[config.mk]
export PLATFORM = sky130hd
export DESIGN_NAME = div32_seq
export DESIGN_NICKNAME = d
export VERILOG_FILES = /design/src/rtl/div32_seq_pkg.sv /design/src/rtl/div32_seq_step.sv /design/src/rtl/div32_seq.sv
export SDC_FILE = /design/constraint.sdc
export NUM_CORES = 1
export LEC_CHECK = 0
export ABC_CLOCK_PERIOD_IN_PS = 6360
export CAP_MARGIN = 10
export CORE_AREA = 2 2 157 159
export CTS_CLUSTER_DIAMETER = 60
export CTS_CLUSTER_SIZE = 30
export DETAILED_ROUTE_END_ITERATION = 7
export DIE_AREA = 0 0 159 161
export PLACE_DENSITY = 0.7
export SYNTH_ARGS = -nofsm -noshare
export SYNTH_HDL_FRONTEND = slang
export SYNTH_SLANG_ARGS = --single-unit
[constraint.sdc]
create_clock -name clk -period 6.36 [get_ports clk]
set_input_delay 1.272 -clock clk [delete_from_list [all_inputs] [get_ports clk]]
set_output_delay 1.272 -clock clk [all_outputs]
set_load 0.05 [all_outputs]
[src/rtl/div32_seq_pkg.sv]
// -----------------------------------------------------------------------------
// div32_seq_pkg
//   Shared definitions for the sequential restoring divider:
//     - state_t   : FSM state encodings (2-bit) S_IDLE/S_CALC/S_FIX/S_DONE
//     - DIV_WIDTH : default operand width
//     - cnt_width : iteration counter width for a given operand width
//     - CNT_W     : counter width at the default operand width
// -----------------------------------------------------------------------------
package div32_seq_pkg;

  localparam int DIV_WIDTH = 32;

  typedef enum logic [1:0] {
    S_IDLE = 2'd0,
    S_CALC = 2'd1,
    S_FIX  = 2'd2,
    S_DONE = 2'd3
  } state_t;

  // A 1-bit operand still needs a 1-bit counter.
  function automatic int cnt_width(input int width);
    return (width > 1) ? $clog2(width) : 1;
  endfunction

  localparam int CNT_W = cnt_width(DIV_WIDTH);

endpackage

[src/rtl/div32_seq_step.sv]
// -----------------------------------------------------------------------------
// div32_seq_step
//   One combinational restoring-division step: shift {rem,q} left by one,
//   trial-subtract the divisor, keep the difference when it does not go
//   negative and shift the outcome bit into the quotient.
// Ports
//   rem      in   WIDTH  partial remainder (always < dvs)
//   q        in   WIDTH  dividend bits still to consume / quotient so far
//   dvs      in   WIDTH  divisor magnitude (non-zero)
//   rem_next out  WIDTH  partial remainder after this step
//   q_next   out  WIDTH  quotient/dividend register after this step
// -----------------------------------------------------------------------------
module div32_seq_step #(
  parameter int WIDTH = 32
) (
  input  logic [WIDTH-1:0] rem,
  input  logic [WIDTH-1:0] q,
  input  logic [WIDTH-1:0] dvs,
  output logic [WIDTH-1:0] rem_next,
  output logic [WIDTH-1:0] q_next
);

  logic [WIDTH:0]   rem_sh;
  logic [WIDTH-1:0] diff;
  logic             carry;
  logic             sub_ok;

  // The shifted remainder is WIDTH+1 bits wide.
  assign rem_sh = {rem, q[WIDTH-1]};

  // Subtract as add with inverted B and carry-in 1; carry-out 1 means no
  // borrow. Only the low WIDTH bits go through the adder: when the top bit
  // of rem_sh is set, rem_sh >= 2^WIDTH > dvs, so the subtraction always
  // succeeds and the low WIDTH bits of the difference are exact because the
  // result is below dvs.
  assign {carry, diff} = {1'b0, rem_sh[WIDTH-1:0]} + {1'b0, ~dvs}
                       + {{WIDTH{1'b0}}, 1'b1};

  assign sub_ok   = rem_sh[WIDTH] | carry;
  assign rem_next = sub_ok ? diff : rem_sh[WIDTH-1:0];
  assign q_next   = {q[WIDTH-2:0], sub_ok};

endmodule

[src/rtl/div32_seq.sv]
// -----------------------------------------------------------------------------
// div32_seq
//   Multi-cycle restoring divider for DIV/DIVU/REM/REMU. One trial-subtract
//   per cycle on operand magnitudes, then a sign fix-up cycle.
//
// Handshake: start is sampled only in IDLE. An accepted start raises busy
//   from the next cycle through the CALC and FIX cycles; done then pulses for
//   exactly one cycle with quotient/remainder/div_by_zero valid. start while
//   busy or during the done cycle is ignored and never queued. A zero
//   divisor skips straight to the done cycle.
//
// Ports
//   clk          in   1      rising-edge clock
//   rst          in   1      asynchronous, active-high reset
//   start        in   1      request (sampled in IDLE only)
//   is_signed    in   1      1 = two's-complement operands
//   dividend     in   WIDTH  numerator, captured on accept
//   divisor      in   WIDTH  denominator, captured on accept
//   busy         out  1      high in CALC and FIX
//   done         out  1      one-cycle completion pulse
//   quotient     out  WIDTH  held until the next result is written
//   remainder    out  WIDTH  held until the next result is written
//   div_by_zero  out  1      set with done on divisor==0, cleared on accept
// -----------------------------------------------------------------------------
module div32_seq
  import div32_seq_pkg::*;
#(
  parameter int WIDTH = DIV_WIDTH
) (
  input  logic             clk,
  input  logic             rst,
  input  logic             start,
  input  logic             is_signed,
  input  logic [WIDTH-1:0] dividend,
  input  logic [WIDTH-1:0] divisor,
  output logic             busy,
  output logic             done,
  output logic [WIDTH-1:0] quotient,
  output logic [WIDTH-1:0] remainder,
  output logic             div_by_zero
);

  localparam int                 CW       = cnt_width(WIDTH);
  localparam logic [CW-1:0]      CNT_LAST = CW'(WIDTH - 1);

  state_t           state;
  state_t           state_next;
  logic [CW-1:0]    cnt;

  logic [WIDTH-1:0] dvs_r;
  logic [WIDTH-1:0] rem_r;
  logic [WIDTH-1:0] q_r;
  logic             sign_q_r;
  logic             sign_r_r;

  logic [WIDTH-1:0] quotient_r;
  logic [WIDTH-1:0] remainder_r;
  logic             dbz_r;

  logic             dvd_neg;
  logic             dvs_neg;
  logic [WIDTH-1:0] dvd_mag;
  logic [WIDTH-1:0] dvs_mag;
  logic             dvs_zero;

  logic [WIDTH-1:0] rem_next;
  logic [WIDTH-1:0] q_next;

  // Operand magnitudes. -2^(WIDTH-1) negates to itself, which read as an
  // unsigned value is exactly its magnitude, so no special case is needed.
  assign dvd_neg  = is_signed & dividend[WIDTH-1];
  assign dvs_neg  = is_signed & divisor[WIDTH-1];
  assign dvd_mag  = dvd_neg ? -dividend : dividend;
  assign dvs_mag  = dvs_neg ? -divisor : divisor;
  assign dvs_zero = (divisor == '0);

  div32_seq_step #(.WIDTH(WIDTH)) u_step (
    .rem      (rem_r),
    .q        (q_r),
    .dvs      (dvs_r),
    .rem_next (rem_next),
    .q_next   (q_next)
  );

  // FSM state register
  always_ff @(posedge clk or posedge rst) begin
    if (rst) begin
      state <= S_IDLE;
    end else begin
      state <= state_next;
    end
  end

  // FSM next-state logic
  always_comb begin
    state_next = state;
    case (state)
      S_IDLE: begin
        if (start) begin
          state_next = dvs_zero ? S_DONE : S_CALC;
        end
      end
      S_CALC: begin
        if (cnt == CNT_LAST) begin
          state_next = S_FIX;
        end
      end
      S_FIX:   state_next = S_DONE;
      S_DONE:  state_next = S_IDLE;
      default: state_next = S_IDLE;
    endcase
  end

  // Datapath, counter and result registers
  always_ff @(posedge clk or posedge rst) begin
    if (rst) begin
      cnt         <= '0;
      dvs_r       <= '0;
      rem_r       <= '0;
      q_r         <= '0;
      sign_q_r    <= 1'b0;
      sign_r_r    <= 1'b0;
      quotient_r  <= '0;
      remainder_r <= '0;
      dbz_r       <= 1'b0;
    end else begin
      case (state)
        S_IDLE: begin
          if (start) begin
            cnt   <= '0;
            dbz_r <= dvs_zero;
            if (dvs_zero) begin
              // Divide-by-zero result: all-ones quotient, raw dividend.
              quotient_r  <= '1;
              remainder_r <= dividend;
            end else begin
              dvs_r    <= dvs_mag;
              q_r      <= dvd_mag;
              rem_r    <= '0;
              sign_q_r <= dvd_neg ^ dvs_neg;
              sign_r_r <= dvd_neg;
            end
          end
        end
        S_CALC: begin
          rem_r <= rem_next;
          q_r   <= q_next;
          cnt   <= (cnt == CNT_LAST) ? '0 : cnt + CW'(1);
        end
        S_FIX: begin
          // Remainder takes the sign of the dividend (truncating division).
          quotient_r  <= sign_q_r ? -q_r : q_r;
          remainder_r <= sign_r_r ? -rem_r : rem_r;
        end
        default: begin
        end
      endcase
    end
  end

  assign busy        = (state == S_CALC) || (state == S_FIX);
  assign done        = (state == S_DONE);
  assign quotient    = quotient_r;
  assign remainder   = remainder_r;
  assign div_by_zero = dbz_r;

endmodule

==> flow_summary_export.csv <==
group,metric,value,unit
global_routing,first_global_vias,9617,
yosys,ys_types,67,
global_routing,grt_remaining_overflow,0,
floorplanning,die_w,159,µm
global_routing,grt_usage,23.1,%
sta,setup_viol,0,
detailed_routing,viasPerCell,5.61,
global_routing,grt_antenna_before_repair,0,
critical_path,critPathMaxFanout,51,
critical_path,required,6.67,ns
yosys,avgSynthCellArea,8.34,µm²
critical_path,crit_chain,"clkdlybuf4s50_1 > inv_1 > ha_1 > nor4b_4 > nand4_2 > nor4_4 > nand2_2 > or4_1 > nor2b_4 > buf_4 > or2_0 > o211ai_1 > o21ai_1",
floorplanning,io_pins,135,
placement,io_buffers,134,
placement,dp_hpwl,21.7,mm
cts,cts_tree,"yes",
critical_path,worst_setup_path_end_kind,"flop",
final_layout,regArea,0.00425,mm²
floorplanning,die_area,0.0256,mm²
cts,ctsHtreeMaxLevel,4,
power,peakVddDrop,0.217,mV
floorplanning,core-area,0.0240,mm²
yosys,synth_edf_count,0,
detailed_routing,vias,10067,
cts,numCtsBuffers,17,
critical_path,cp-start-kind,"input pin",
sta,fin_skew,0.0103,ns
yosys,ys_ff_latch,170,
cts,cts_root_buf,"clkbuf_16",
placement,gp_congestion,0.928,
floorplanning,die-height,161,µm
yosys,synth_async_sr_flop_share,100,%
final_layout,layoutNonFillerInstCount,1795,
floorplanning,start_util,48.1,%
cts,cts.sink_count,170,
sta,slew_viol_final,0,
job,maxCapViolCount,0,
sta,fin_crit_sh,72.3,%
detailed_routing,first_pass_iters,5,
critical_path,critPathSlowestCell,"or4_1",
power,p_per_area,603,mW/mm²
critical_path,ff2ff_setup_slack,2.84,ns
sta,rsz0062_at_grt,"false",
critical_path,critPathKind,"in2reg",
detailed_routing,totalWireLength,29.2,mm
global_routing,grt_max_degree,107,
final_layout,layout-drive-gt1-share,4.49,%
sta,fin_ws,1.76,ns
yosys,yosysSeqAreaShare,36.9,%
sta,worst_pin_slew,1.04,ns
cts,cts_resized,0,
detailed_routing,avgRoutedWirePerCell,16.3,µm
detailed_routing,drc,0,
cts,hold_buffers,0,
placement,placedCellCount,1763,
cts,clock_latency,0.44,ns
sta,slew_headroom,30.2,%
run_status,outcome,"completed",
final_layout,finish.utilization,56.7,%
final_layout,n_fill_cell,2234,
final_layout,multi_input_comb_area,0.00670,mm²
detailed_routing,detail-route-antenna-nets,0,
yosys,ys.flop_type,"dfrtp_1",
yosys,syn_nets,1492,
global_routing,grt_pass1_wl,48.4,mm
power,p_leak,5.48,nW
cts,clockBufferDepth,2,
final_layout,nNetsFinal,1569,
placement,pre_cts_ws,1.29,ns
cts,cts_setup_buffers,0,
sta,setup_tns,0,ns
sta,fmax,217,MHz
sta,finalWorstPathRequiredPeriod,4.60,ns
critical_path,cp_slowest_stage_delay,0.75,ns
final_layout,n_antenna_cell,0,
floorplanning,rows,57,
yosys,syn_area,0.0115,mm²
cts,path_clk_slew,0.07,ns
critical_path,crit_arrival,4.91,ns
yosys,ys_warn_count,0,
sta,hold_violations,0,
worst_hold_path,hold_class,"reg2reg",
sta,holdWs,0.481,ns
detailed_routing,first_iter_violations,628,
final_layout,area_delta_synth_final,18.0,%
yosys,netlist_instances,1381,
[layer usage]
metal | global-route usage [%] | vias to the layer above | part of all wire, % | wire [µm]
li1 | - | 5049 | - | -
met3 | 3.21 | 42 | 3.8 | 1120
met5 | 0 | - | 0 | 0
met4 | 7.98 | 0 | 2.4 | 687
met2 | 38.9 | 226 | 47 | 13700
met1 | 30.9 | 4750 | 47 | 13700
[final cells by class]
cell class,instances,area share (%)
tap,324,2.98
multi-input combinational,1070,49.3
inverter,56,1.58
clock buffer,17,3.13
clock inverter,15,1.21
sequential,170,31.3
timing repair buffer,143,10.5
[kinds of logic after synthesis]
| family | Yosys count | share of synthesized area [%] |
|---|---|---|
| and+or+nand+nor | 438 | 17.9 |
| buffers and inverters | 141 | 5.05 |
| DFF | 170 | 36.9 |
| xor gates and xnor gates | 143 | 10.9 |
| muxes | 27 | 2.36 |
| adders and majority gates | 43 | 4.74 |
| AOI/OAI and AO/OA | 419 | 22.1 |
[per-stage QoR]
stage	instance area (µm²)	power, mW
after floorplan	11500	5.85
after global placement	13000	7.01
after detailed placement	13000	7.11
after CTS	13600	8.19
after global routing	13600	8.86
final	13600	8.19
[report_power, final]
group          internal, mW  switching [mW]  total (mW)
Clock                 0.586           0.477        1.06
Sequential             1.59           0.542        2.13
Combinational          1.90            3.10        5.00
Total                  4.07            4.12        8.19
[flip-flops by register name (all words and copies together), names as in the netlist]
signal,count
dvs_r,32
q_r,32
quotient,32
rem_r,32
remainder,32
cnt,5
state,2
div_by_zero,1
sign_q_r,1
sign_r_r,1
[final timing paths]
path | start | to | cells after the start
min reg2reg | remainder[1] | remainder[1] | 2
max reg2reg | rem_r[7] | rem_r[29] | 10
min in group asynchronous | rst | quotient[2] | 2
max in group asynchronous | rst | remainder[13] | 3
min | remainder[1] | remainder[1] | 2
max | divisor[1] | q_r[0] | 13
[Yosys cell counts, types with 13 or more instances]
master | count | area share [%]
a21oi_1 | 101 | 4.4
a31oi_1 | 30 | 1.6
buf_2 | 16 | 0.70
clkbuf_1 | 57 | 1.9
dfrtp_1 | 170 | 37
ha_1 | 42 | 4.6
inv_1 | 56 | 1.8
mux2i_1 | 26 | 2.3
nand2_1 | 189 | 6.2
nand2b_1 | 17 | 0.92
nand3_1 | 26 | 1.1
nor2_1 | 101 | 3.3
nor3_1 | 24 | 1.0
nor4_1 | 13 | 0.71
o21ai_0 | 152 | 6.6
o31ai_1 | 27 | 1.8
o41ai_1 | 13 | 0.99
or3_1 | 14 | 0.76
xnor2_1 | 67 | 5.1
xor2_1 | 76 | 5.8
[cell usage in the layout (no fill, tap or decap), types with 27 or more instances in the layout]
cell type and count:
dfrtp_1 170, o21ai_0 152, a21oi_1 100, xor2_1 76, clkdlybuf4s50_1 134, xnor2_1 67, inv_1 55, a31oi_1 30
nand2_1 189, nor2_1 101, ha_1 40, o31ai_1 27
[critical path: cells and delay by family]
family                   cells  cell delay [ns]
AND/OR/NAND/NOR              7             2.35
AO/OA/AOI/OAI                2             0.26
buffers and inverters        3             0.81
adder cells (fa/ha/maj)      1             0.18
No activity file was read; power rests on OpenSTA's default activity.
